## src/rtl/ascon_block_packer.sv

```systemverilog
// ---------------------------------------------------------------------------
// ascon_block_packer
//
// Assembles a byte stream (associated data or plaintext) into 128-bit ASCON
// rate blocks, applies 0x01/zero padding and presents each block to the
// AEAD control FSM until it is consumed.
//
// State table:
//   state    | meaning
//   FILL     | collecting bytes into the buffer, byte_ready_o=1
//   HOLD     | block presented, waiting for block_ack_i
//   HOLD_PAD | extra pad-only block presented after a full last block
//
// Ports:
//   clock_i        system clock, rising edge
//   reset_i        synchronous reset, active-high
//   byte_i         input data byte
//   byte_valid_i   byte_i valid this cycle
//   byte_last_i    byte_i is the final byte of its segment
//   flush_i        close the current segment without a byte
//   byte_ready_o   packer accepts a byte or flush this cycle
//   block_o        padded block, byte k at bits [8k+7:8k]
//   block_valid_o  block_o is valid and held
//   block_last_o   block_o is the final padded block of its segment
//   block_nbytes_o real data bytes in block_o (0..16)
//   block_ack_i    one-cycle consume pulse from the FSM
// ---------------------------------------------------------------------------
module ascon_block_packer #(
    parameter int RATE_BYTES = 16,
    parameter int IDX_W      = 4
) (
    input  logic                    clock_i,
    input  logic                    reset_i,
    input  logic [7:0]              byte_i,
    input  logic                    byte_valid_i,
    input  logic                    byte_last_i,
    input  logic                    flush_i,
    output logic                    byte_ready_o,
    output logic [8*RATE_BYTES-1:0] block_o,
    output logic                    block_valid_o,
    output logic                    block_last_o,
    output logic [4:0]              block_nbytes_o,
    input  logic                    block_ack_i
);

    typedef enum logic [1:0] {
        FILL     = 2'd0,
        HOLD     = 2'd1,
        HOLD_PAD = 2'd2
    } state_t;

    localparam logic [IDX_W-1:0] LAST_IDX = IDX_W'(RATE_BYTES - 1);

    state_t                  state_q, state_d;
    logic [IDX_W-1:0]        idx_q, idx_d;
    logic [8*RATE_BYTES-1:0] buf_q, buf_d;
    logic                    pend_pad_q, pend_pad_d;
    logic                    last_q, last_d;
    logic [4:0]              nbytes_q, nbytes_d;
    logic [IDX_W-1:0]        idx_inc;

    assign idx_inc = idx_q + 1'b1;

    always_comb begin
        state_d    = state_q;
        idx_d      = idx_q;
        buf_d      = buf_q;
        pend_pad_d = pend_pad_q;
        last_d     = last_q;
        nbytes_d   = nbytes_q;

        case (state_q)
            FILL: begin
                // A valid byte always wins over a simultaneous flush.
                if (byte_valid_i) begin
                    buf_d[{idx_q, 3'b000} +: 8] = byte_i;
                    if (idx_q == LAST_IDX) begin
                        // Full block; a last byte here defers its padding to
                        // a separate pad-only block.
                        state_d    = HOLD;
                        nbytes_d   = 5'(RATE_BYTES);
                        last_d     = 1'b0;
                        pend_pad_d = byte_last_i;
                    end else if (byte_last_i) begin
                        buf_d[{idx_inc, 3'b000} +: 8] = 8'h01;
                        state_d  = HOLD;
                        nbytes_d = 5'(idx_q) + 5'd1;
                        last_d   = 1'b1;
                    end else begin
                        idx_d = idx_inc;
                    end
                end else if (flush_i) begin
                    buf_d[{idx_q, 3'b000} +: 8] = 8'h01;
                    state_d  = HOLD;
                    nbytes_d = 5'(idx_q);
                    last_d   = 1'b1;
                end
            end

            HOLD: begin
                if (block_ack_i) begin
                    if (pend_pad_q) begin
                        buf_d      = '0;
                        buf_d[7:0] = 8'h01;
                        nbytes_d   = 5'd0;
                        last_d     = 1'b1;
                        pend_pad_d = 1'b0;
                        state_d    = HOLD_PAD;
                    end else begin
                        buf_d    = '0;
                        idx_d    = '0;
                        last_d   = 1'b0;
                        nbytes_d = 5'd0;
                        state_d  = FILL;
                    end
                end
            end

            HOLD_PAD: begin
                if (block_ack_i) begin
                    buf_d    = '0;
                    idx_d    = '0;
                    last_d   = 1'b0;
                    nbytes_d = 5'd0;
                    state_d  = FILL;
                end
            end

            default: begin
                state_d = FILL;
            end
        endcase
    end

    always_ff @(posedge clock_i) begin
        if (reset_i) begin
            state_q    <= FILL;
            idx_q      <= '0;
            buf_q      <= '0;
            pend_pad_q <= 1'b0;
            last_q     <= 1'b0;
            nbytes_q   <= 5'd0;
        end else begin
            state_q    <= state_d;
            idx_q      <= idx_d;
            buf_q      <= buf_d;
            pend_pad_q <= pend_pad_d;
            last_q     <= last_d;
            nbytes_q   <= nbytes_d;
        end
    end

    // Handshake outputs are pure decodes of the state register.
    assign byte_ready_o   = (state_q == FILL);
    assign block_valid_o  = (state_q == HOLD) || (state_q == HOLD_PAD);
    assign block_o        = buf_q;
    assign block_last_o   = last_q;
    assign block_nbytes_o = nbytes_q;

endmodule

```

## config.mk

```make
export PLATFORM = sky130hd
export DESIGN_NAME = ascon_block_packer
export DESIGN_NICKNAME = d
export VERILOG_FILES = /design/src/rtl/ascon_block_packer.sv
export SDC_FILE = /design/constraint.sdc
export NUM_CORES = 1
export LEC_CHECK = 0
export ABC_AREA = 1
export CORE_MARGIN = 2
export CORE_UTILIZATION = 49
export CTS_CLUSTER_SIZE = 10
export DETAILED_ROUTE_END_ITERATION = 10
export PLACE_DENSITY = 0.76
export SLEW_MARGIN = 20
export SYNTH_ARGS = -nofsm -noshare
export SYNTH_HDL_FRONTEND = slang
export SYNTH_SLANG_ARGS = --single-unit
export TNS_END_PERCENT = 50
```

## constraint.sdc

```tcl
create_clock -name clock_i -period 2.5 [get_ports clock_i]
set_input_delay 0.5 -clock clock_i [delete_from_list [all_inputs] [get_ports clock_i]]
set_output_delay 0.5 -clock clock_i [all_outputs]
set_load 0.02 [all_outputs]
```

==> summary.md, run 1 <==
| Metric | Value |
|---|---|
| # diodes | 0 |
| Detail Route Antenna Nets | 0 |
| CTS root buffer | clkbuf_16 |
| P_leak | 4.737 nW |
| CTS Sinks | 141 |
| WL/cell | 15.98 um |
| Yosys top cell by area | dfxtp_1 |
| Peak supply drop | 0.0007858 V |
| Initial antenna violation count | 1 |
| Clock slew at reported path FFs | 0.06 ns |
| FFs w/ async S/R, synth | 0 |
| Synth warn | 0 |
| Hold Crit Class | flip-flop to flip-flop |
| Outcome | finished clean |
| Residual DRC | 0 |
| Synth unique cells | 34 |
| Pwr Density | 1206 mW/mm2 |
| Ys flop type | dfxtp_1 |
| Top-count cell post-synth | nand2_1 |
| Final net count | 1514 |
| CP arrival | 2.74 ns |
| CP max FO | 9 |
| # Max-Cap Violations | 0 |
| Max-slew violations | 0 |
| Vias | 9279 |
| Die W | 134.0 um |
| Port buffer count | 149 |
| Place WS | 0.1593 ns |
| Synth top area share | 0.3411 |
| Final period util | 0.9473 |
| Number of detailed-route iterations in the first pass | 5 |
| EDFF count, synth | 0 |
| Synth Net Count | 1372 |
| Total Wirelength | 27540 um |
| Global Route Usage Sum | 0.3067 |
| Vias in the first global route | 8286 |
| First-pass GRT wire length | 43720 um |
| Fillcell total | 1504 |
| Clock period minus worst slack | 2.368 ns |
| Crit Path Class | flip-flop to flip-flop |
| Top post-synthesis cells by area | dfxtp_1 34%, nand2_1 20%, nand3_1 12% |
| Htree depth | 4 |
| Fmax | 422.3 MHz |
| Worst slew pin tran | 0.4852 ns |
| Final WS setup | 0.1318 ns |
| Final hold violation count | 0 |
| Synth top cells by count | 434 x nand2_1, 202 x nand3_1, 147 x a21oi_1 |
| Post-DP HPWL | 19030 um |
| Final GP Congestion | 0.9391 |
| Worst-skew pair later-pin latency | 0.44 ns |
| Via density | 5.385 |
| Post-synthesis sequential area ratio | 0.3411 |
| Core area | 0.01652 mm2 |
| Total CTS buffers | 17 |
| Gr ovfl total | 0 |
| Req. time, crit path | 2.87 ns |
| CTS tree | built |
| Die area | 0.01794 mm2 |
| CTS max path bufs | 2 |
| Final setup fails | 0 |
| Storage cell area | 0.002823 mm2 |
| Std cell rows | 47 |
| Die Ht | 134.0 um |
| Setup TNS | 0 ns |
| Post-synthesis cell area | 0.008275 mm2 |
| Syn Area/Cell | 6.139 um2 |
| Largest net degree at the start of global routing | 63 |
| Initial DRC Count | 949 |
| Register bit total from synthesis | 141 |
| CP Launch Type | flip-flop |
| Share of post-route cells with drive strength above 1 | 0.07851 |
| Initial Utilization | 0.5008 |
| Area of the multi-input gates | 0.004526 mm2 |
| Syn-to-layout area delta | 29.62% |
| Mapped Cells | 1348 |
| Crit. End Element | flip-flop |
| Max_slew headroom | 0.6765 |
| RSZ-0062 raised after global routing | yes |
| IO Pins | 150 |
| Post-Route Skew | 0.009974 ns |
-- path summary, 6_finish.rpt --
| path | from | endpoint | slack, ns | cells past startpoint |
|---|---|---|---|---|
| hold / removal | pend_pad_q$_SDFFE_PP0P_ | pend_pad_q$_SDFFE_PP0P_ | 0.47 | 2 |
| setup reg to reg | idx_q[0]$_SDFFE_PP0P_ | block_o[8]$_SDFFE_PP0P_ | 0.13 | 13 |
| setup / recovery | idx_q[0]$_SDFFE_PP0P_ | block_o[8]$_SDFFE_PP0P_ | 0.13 | 13 |
| hold reg to reg | pend_pad_q$_SDFFE_PP0P_ | pend_pad_q$_SDFFE_PP0P_ | 0.47 | 2 |
-- cell type report --
cell class,count,area share
timing repair buffer,189,0.1738
inverter,157,0.05494
multi-input combinational,984,0.4219
tap,220,0.02566
clock inverter,11,0.01761
sequential,141,0.2632
clock buffer,21,0.04293
-- worst max-delay path: stages, from the launching register on --
cell and delay, ns:
dfxtp_1 0.34, inv_2 0.10, ha_1 0.33, inv_2 0.08, nand2_2 0.13, inv_2 0.18, nand2_1 0.07, nand2_1 0.07
nand2_2 0.15, nor2_2 0.24, nand2_1 0.28, nand2_1 0.13, nand2_1 0.05, a21oi_1 0.12
-- flip-flops by register name (all words and copies together), names as in the netlist --
name and cells:
block_last_o 1, block_nbytes_o 5, block_o 128, idx_q 4, pend_pad_q 1, state_q 2
-- kinds of logic (layout without fill, tap and decap cells) --
family | count (synthesis) | after routing | synth area share
buffers and inverters | 223 | 378 | 0.1132
XOR/XNOR | 1 | 1 | 0.001059
flip-flops | 141 | 141 | 0.3411
adder cells (fa/ha/maj) | 10 | 10 | 0.01512
AND/OR/NAND/NOR | 775 | 775 | 0.4066
AO/OA/AOI/OAI | 198 | 198 | 0.1229
-- cells in the final DEF (no fill, tap or decap), types with 8 or more instances in the layout --
master	n
o21ai_1	9
nand3_1	202
nand2_2	15
buf_4	35
ha_1	10
clkdlybuf4s50_1	148
nand3b_1	8
dfxtp_1	141
nand2_1	432
nor2_1	86
inv_2	11
a21oi_1	147
inv_1	143
clkbuf_16	17
o21ai_0	32
-- per-layer routing --
metal,vias to the layer above,wire (um),track usage
li1,4589,-,-
met1,4209,11940,0.4227
met2,432,12470,0.4818
met3,47,2468,0.05896
met4,2,651,0.1046
met5,-,13,0
-- report_power, final --
part / internal (mW) / switching (mW)
registers: 2.54 / 0.230
clock network: 1.82 / 1.01
logic: 2.23 / 5.12
total: 6.58 / 6.35
-- through the flow --
step           std cells  hold slack [ns]  power, mW    util  cell area, um2
5_1_grt             1723           0.4970      13.70  0.6491           10730
2_1_floorplan       1348           0.4445      7.887       -            8275
3_5_place_dp        1691           0.4630      9.990  0.6097           10070
3_3_place_gp        1691           0.4541      9.959  0.6097           10070
4_1_cts             1723           0.4716      12.82  0.6490           10720
6_report            1723           0.4665      12.94  0.6491           10730
-- timing repair --
action,in CTS,in global routing
resized for setup,0,2
setup endpoints to repair,0,5
setup buffers,0,0
hold buffers,0,0
Note: power is estimated with default switching activity, not from simulation.
==> inputs of run 2 (changes only) <==
CORE_UTILIZATION = 45   (was 49)
PLACE_DENSITY = 0.71   (was 0.76)
SLEW_MARGIN = default   (was 20)
==> run 2 against run 1 <==
Final area is 0.52% lower. Core utilization down 5.7 points. Fmax is 0.40% higher.
==> summary.md, run 2 (synthesis gave the netlist of run 1 again) <==
| Metric | Value |
|---|---|
| Outcome | finished clean |
| # Max-Cap Violations | 0 (unchanged) |
| CTS tree | built |
| WL/cell | 16.00 um (about the same) |
| CTS max path bufs | 2 (unchanged) |
| Final net count | 1506 (-0.53%) |
| FF-to-FF Start | idx_q[0]$_SDFFE_PP0P_ |
| Commonest cells after routing, fill and taps aside | 432 x nand2_1, 202 x nand3_1, 148 x clkdlybuf4s50_1, 147 x a21oi_1, 144 x inv_1 |
| WP buf/inv | 3 (unchanged) |
| Largest net degree at the start of global routing | 68 (+7.9%) |
| Worst hold endpoint | pend_pad_q$_SDFFE_PP0P_ |
| CTS Sinks | 141 (unchanged) |
| Total CTS buffers | 17 (unchanged) |
| Die W | 139.6 um (+4.2%) |
| Hold Worst Slack | 0.4668 ns (+0.0003800 ns) |
| Worst-skew pair later-pin latency | 0.43 ns (about the same) |
| Die area | 0.01949 mm2 (+8.6%) |
| Initial Utilization | 0.4591 (-0.04168) |
| Slowest stage delay, CP | 0.35 ns (about the same) |
| Final hold violation count | 0 (unchanged) |
| Max-slew violations | 0 (unchanged) |
| Worst path slowest cell | dfxtp_1 |
| Crit. End Element | flip-flop |
| Max_slew headroom | 0.6716 (-0.004944) |
| Die Ht | 139.6 um (+4.2%) |
| CP Launch Type | flip-flop |
| Vias in the first global route | 7864 (-5.1%) |
| Post-CTS Setup Repair Bufs | 0 (unchanged) |
| Port buffer count | 149 (unchanged) |
| Vias | 9332 (+0.57%) |
| Total Wirelength | 27560 um (about the same) |
| Crit Path Class | flip-flop to flip-flop |
| Share of post-route cells with drive strength above 1 | 0.07363 (-0.004882) |
| Detail Route Antenna Nets | 0 (unchanged) |
| Final setup fails | 0 (unchanged) |
| Via density | 5.416 (+0.57%) |
| Clock slew at reported path FFs | 0.06 ns (about the same) |
| Post-DP HPWL | 18860 um (-0.93%) |
| RSZ-0062 raised after global routing | yes |
| Placed Instance Area | 0.01005 mm2 (-0.24%) |
| Max FFs per register | 128 (unchanged) |
| Req. time, crit path | 2.86 ns (about the same) |
| Residual DRC | 0 (unchanged) |
| Final period util | 0.9435 (-0.003741) |
| CP arrival | 2.72 ns (-0.02 ns) |
| Htree depth | 4 (unchanged) |
| Critical-path cell list | inv_2, ha_1, inv_2, nand2_2, inv_2, nand2_1, nand2_1, nand2_2, nor2_2, nand2_1, nand2_1, nand2_1, a21oi_1 |
| Leading cell type in the layout, fill and taps excluded | nand2_1 |
| CP max FO | 9 (unchanged) |
| Setup TNS | 0 ns (unchanged) |
| Fmax | 423.9 MHz (+0.40%) |
| Pwr Density | 1188 mW/mm2 (-1.5%) |
| First-pass GRT wire length | 43080 um (-1.5%) |
| Std cell rows | 49 (+4.3%) |
| Critical R2R Capture | block_o[16]$_SDFFE_PP0P_ |
| Final Instance Area | 0.01067 mm2 (-0.52%) |
| IO Pins | 150 (unchanged) |
| Crit-path leading delay family | simple AND/OR/NAND/NOR gates |
| Syn-to-layout area delta | 28.94% |
| Number of detailed-route iterations in the first pass | 5 (unchanged) |
| Final GP Congestion | 0.9470 (+0.84%) |
| Post-Route Skew | 0.005319 ns (-0.004655 ns) |
| Worst hold path depth | 2 (unchanged) |
| Core area | 0.01802 mm2 (+9.1%) |
| Worst slew pin tran | 0.4875 ns (+0.002264 ns) |
| FF-to-FF path depth | 13 (unchanged) |
| Setup slack, reg-to-reg | 0.14 ns (about the same) |
| Peak supply drop | 0.0009043 V (+15%) |
| Worst Min Path Start | pend_pad_q$_SDFFE_PP0P_ |
| Initial DRC Count | 1110 (+17%) |
| Most used cell, CP | nand2_1 |
| CTS root buffer | clkbuf_16 |
| Global Route Usage Sum | 0.2741 (-0.03255) |
| Initial antenna violation count | 0 (-1) |
| Post-Layout Cell Count | 1723 (unchanged) |
| P_leak | 4.690 nW (-0.98%) |
| Cell total after placement | 1692 (+0.059%) |
| Hold Crit Class | flip-flop to flip-flop |
| # diodes | 0 (unchanged) |
| Clock period minus worst slack | 2.359 ns (-0.009352 ns) |
| Gr ovfl total | 0 (unchanged) |
## run 2: cell count changes in the layout (fill, tap and decap cells not counted), moves of 2 or more
cell       before  now
buf_12          6    8
buf_4          35   25
bufinv_16       5    3
clkbuf_1        2    0
## run 2: timing repair
| item | in CTS | in global routing |
|---|---|---|
| setup endpoints to repair | 0 | 18 |
| hold buffers | 0 | 0 |
| gates resized for setup | 0 | 2 |
## run 2: worst max-delay path by stage
stage	slack (ns)	start	depth (start not counted)	endpoint
floorplan	0.42	idx_q[0]$_SDFFE_PP0P_	13	block_o[49]$_SDFFE_PP0P_
global placement	0.13	byte_valid_i	9	block_o[56]$_SDFFE_PP0P_
detailed placement	0.11	byte_valid_i	8	block_o[26]$_SDFFE_PP0P_
CTS	0.14	state_q[0]$_SDFFE_PP0P_	3	byte_ready_o
global route	-0.02	idx_q[0]$_SDFFE_PP0P_	13	block_o[8]$_SDFFE_PP0P_
finish	0.14	idx_q[0]$_SDFFE_PP0P_	13	block_o[16]$_SDFFE_PP0P_
## run 2: tightest hold or removal path, cell delays in order (launching register included)
cell and delay [ns]:
dfxtp_1 0.31, nand2_1 0.06, a21oi_1 0.05
## run 2: layer usage
metal	wire [um]	up-vias	share of wire	track usage
met4	624	0	0.023	0.08947
met3	2342	47	0.085	0.05231
met2	12060	452	0.44	0.3973
met5	0	-	0	0
li1	-	4579	-	-
met1	12530	4254	0.45	0.4080
## run 2: cell type report
| type | count | area, um2 |
|---|---|---|
| multi-input combinational | 984 | 4534 |
| timing repair buffer | 181 | 1829 |
| clock buffer | 20 | 466.7 |
| fill | 1759 | 7355 |
| clock inverter | 11 | 141.4 |
| tap | 229 | 286.5 |
| sequential | 141 | 2823 |
| inverter | 157 | 589.3 |
## run 2: per-stage QoR
step           power, mW  setup slack, ns    util
3_3_place_gp       9.847           0.1277  0.5576
2_1_floorplan      7.887           0.4151       -
5_1_grt            13.46         -0.02098  0.5920
6_report           12.68           0.1411  0.5920
3_5_place_dp       9.893           0.1126  0.5576
4_1_cts            12.56           0.1353  0.5914
## run 2: power by group
group / internal, mW / switching [mW] / leakage (nW)
Clock: 1.64 / 1.02 / 0.294
Combinational: 2.17 / 5.05 / 3.26
Sequential: 2.54 / 0.262 / 1.14
==> RTL change (config.mk and constraints of run 2) <==
`buf_q` no longer has a reset.
--- a/src/rtl/ascon_block_packer.sv
+++ b/src/rtl/ascon_block_packer.sv
@@ -137,5 +137,4 @@
             state_q    <= FILL;
             idx_q      <= '0;
-            buf_q      <= '0;
             pend_pad_q <= 1'b0;
             last_q     <= 1'b0;
@@ -144,9 +143,12 @@
             state_q    <= state_d;
             idx_q      <= idx_d;
-            buf_q      <= buf_d;
             pend_pad_q <= pend_pad_d;
             last_q     <= last_d;
             nbytes_q   <= nbytes_d;
         end
+    end
+
+    always_ff @(posedge clock_i) begin
+        buf_q <= buf_d;
     end
 
Check against the original RTL: not settled (the Yosys comparison gave no result); the edit may change what the design does.
==> RTL change against run 2 <==
- first-iteration DRC count fell by 38%
- setup slack worse by 53 ps
- power up 35%
- cell count fell by 24%
- area after synthesis shrank 6.2%
- design area shrank 3.5%
- sequential cell count stayed put
- wire length decreased by 22%
==> RTL change: results (changes against run 2) <==
- Worst hold slack: 471.5 ps (+4.638 ps)
- Status: finished clean
- Total GRT Usage: 23.76% (-3.7 points)
- Slowest CP cell: clkdlybuf4s50_1
- Max Fclk: 0.4146 GHz (-2.2%)
- Arr. time, crit path: 1910 ps (-810 ps)
- First-pass GRT wire length: 33.72 mm (-22%)
- Netlist cell types: 33 (-2.9%)
- Syn_area_per_cell: 8.548 sq um (+39%)
- Post-Synth XOR/XNOR Area: 0% (-0.11 points)
- Vias per cell: 5.236 (-3.3%)
- Post-synth EDFFs: 128 (+128)
- Mean routed wirelength per cell: 16.49 um (+3.1%)
- Max-Slew Margin vs Limit: 67.41% (+0.25 points)
- Starting DRT DRC Count: 688 (-38%)
- Leakage power: 4.420 nW (-5.8%)
- Register area share after synthesis: 52.88% (+19 points)
- GPL Wtd Cong: 0.9328 (-1.5%)
- Hpwl dp: 15.59 mm (-17%)
- Pin count of the biggest net entering global routing: 74 (+8.8%)
- Worst path top cell family by delay: buffers and inverters
- Clock skew: 7.384 ps (+2.065 ps)
- Adder-cell share of the synthesized area: 1.612% (+0.10 points)
- Synth top area cells: edfxtp_1 50%, nand2_1 9.4%, nor2_1 6.5%
- Synth cell count leaders: 195 x nand2_1, 135 x nor2_1, 128 x edfxtp_1, 104 x inv_1, 71 x a21oi_1
- Setup slack at placement: 55.00 ps (-57.63 ps)
- Syn_nets: 932 (-32%)
- Post-Layout Inst Area: 0.01029 sq mm (-3.5%)
- Worst reg2reg setup slack: 180 ps (+40 ps)
[RTL change: changes by cell type after synthesis, sizes merged, moves of 23 or more]
cell and change:
edfxtp +128, a21oi -76, o21ai +55, dfxtp -128, nand2 -235, inv -41, nand3 -168, clkbuf -26
nor3 +23, nor2 +44
[RTL change: power by group through the flow]
stage	registers [mW]	clock network, mW	logic (mW)
3_3_place_gp	5.20	0	9.00
3_5_place_dp	5.21	0	9.09
2_1_floorplan	6.39	0	4.55
4_1_cts	5.18	2.78	9.15
6_report	5.18	2.76	9.18
5_1_grt	5.28	2.88	10.0
[RTL change: logic make-up after synthesis]
group / count (synthesis)
AND/OR/NAND/NOR: 441
AO/OA/AOI/OAI: 171
buffers and inverters: 145
flip-flops: 141
adder cells (fa/ha/maj): 10
[RTL change: what timing repair did]
| item | 4_1_cts | 5_1_grt |
|---|---|---|
| hold endpoints to repair | 0 | 0 |
| setup endpoints to repair | 0 | 3 |
| gates resized for setup | 0 | 2 |
[RTL change: layer usage]
metal / wire (um) / up-vias / share of wire (%) / GRT usage [%]
met5: 0 / - / 0 / 0
met4: 356 / 0 / 1.6 / 6.887
met3: 1735 / 30 / 8.0 / 4.789
met2: 9783 / 296 / 45 / 36.07
met1: 9759 / 3186 / 45 / 34.64
li1: - / 3358 / - / -
[RTL change: layout make-up]
cell class | instances | share of cell area, %
tap | 225 | 2.735
clock inverter | 7 | 0.8872
clock buffer | 25 | 5.542
inverter | 114 | 4.254
sequential | 141 | 39.89
timing repair buffer | 178 | 17.09
multi-input combinational | 622 | 29.61
[RTL change: worst register-to-register path: cells and delay by family (launching register included)]
kind / cells / cell delay [ps]
flops: 1 / 370
fa+ha+maj: 1 / 260
buf+inv: 2 / 150
simple gates: 6 / 1360
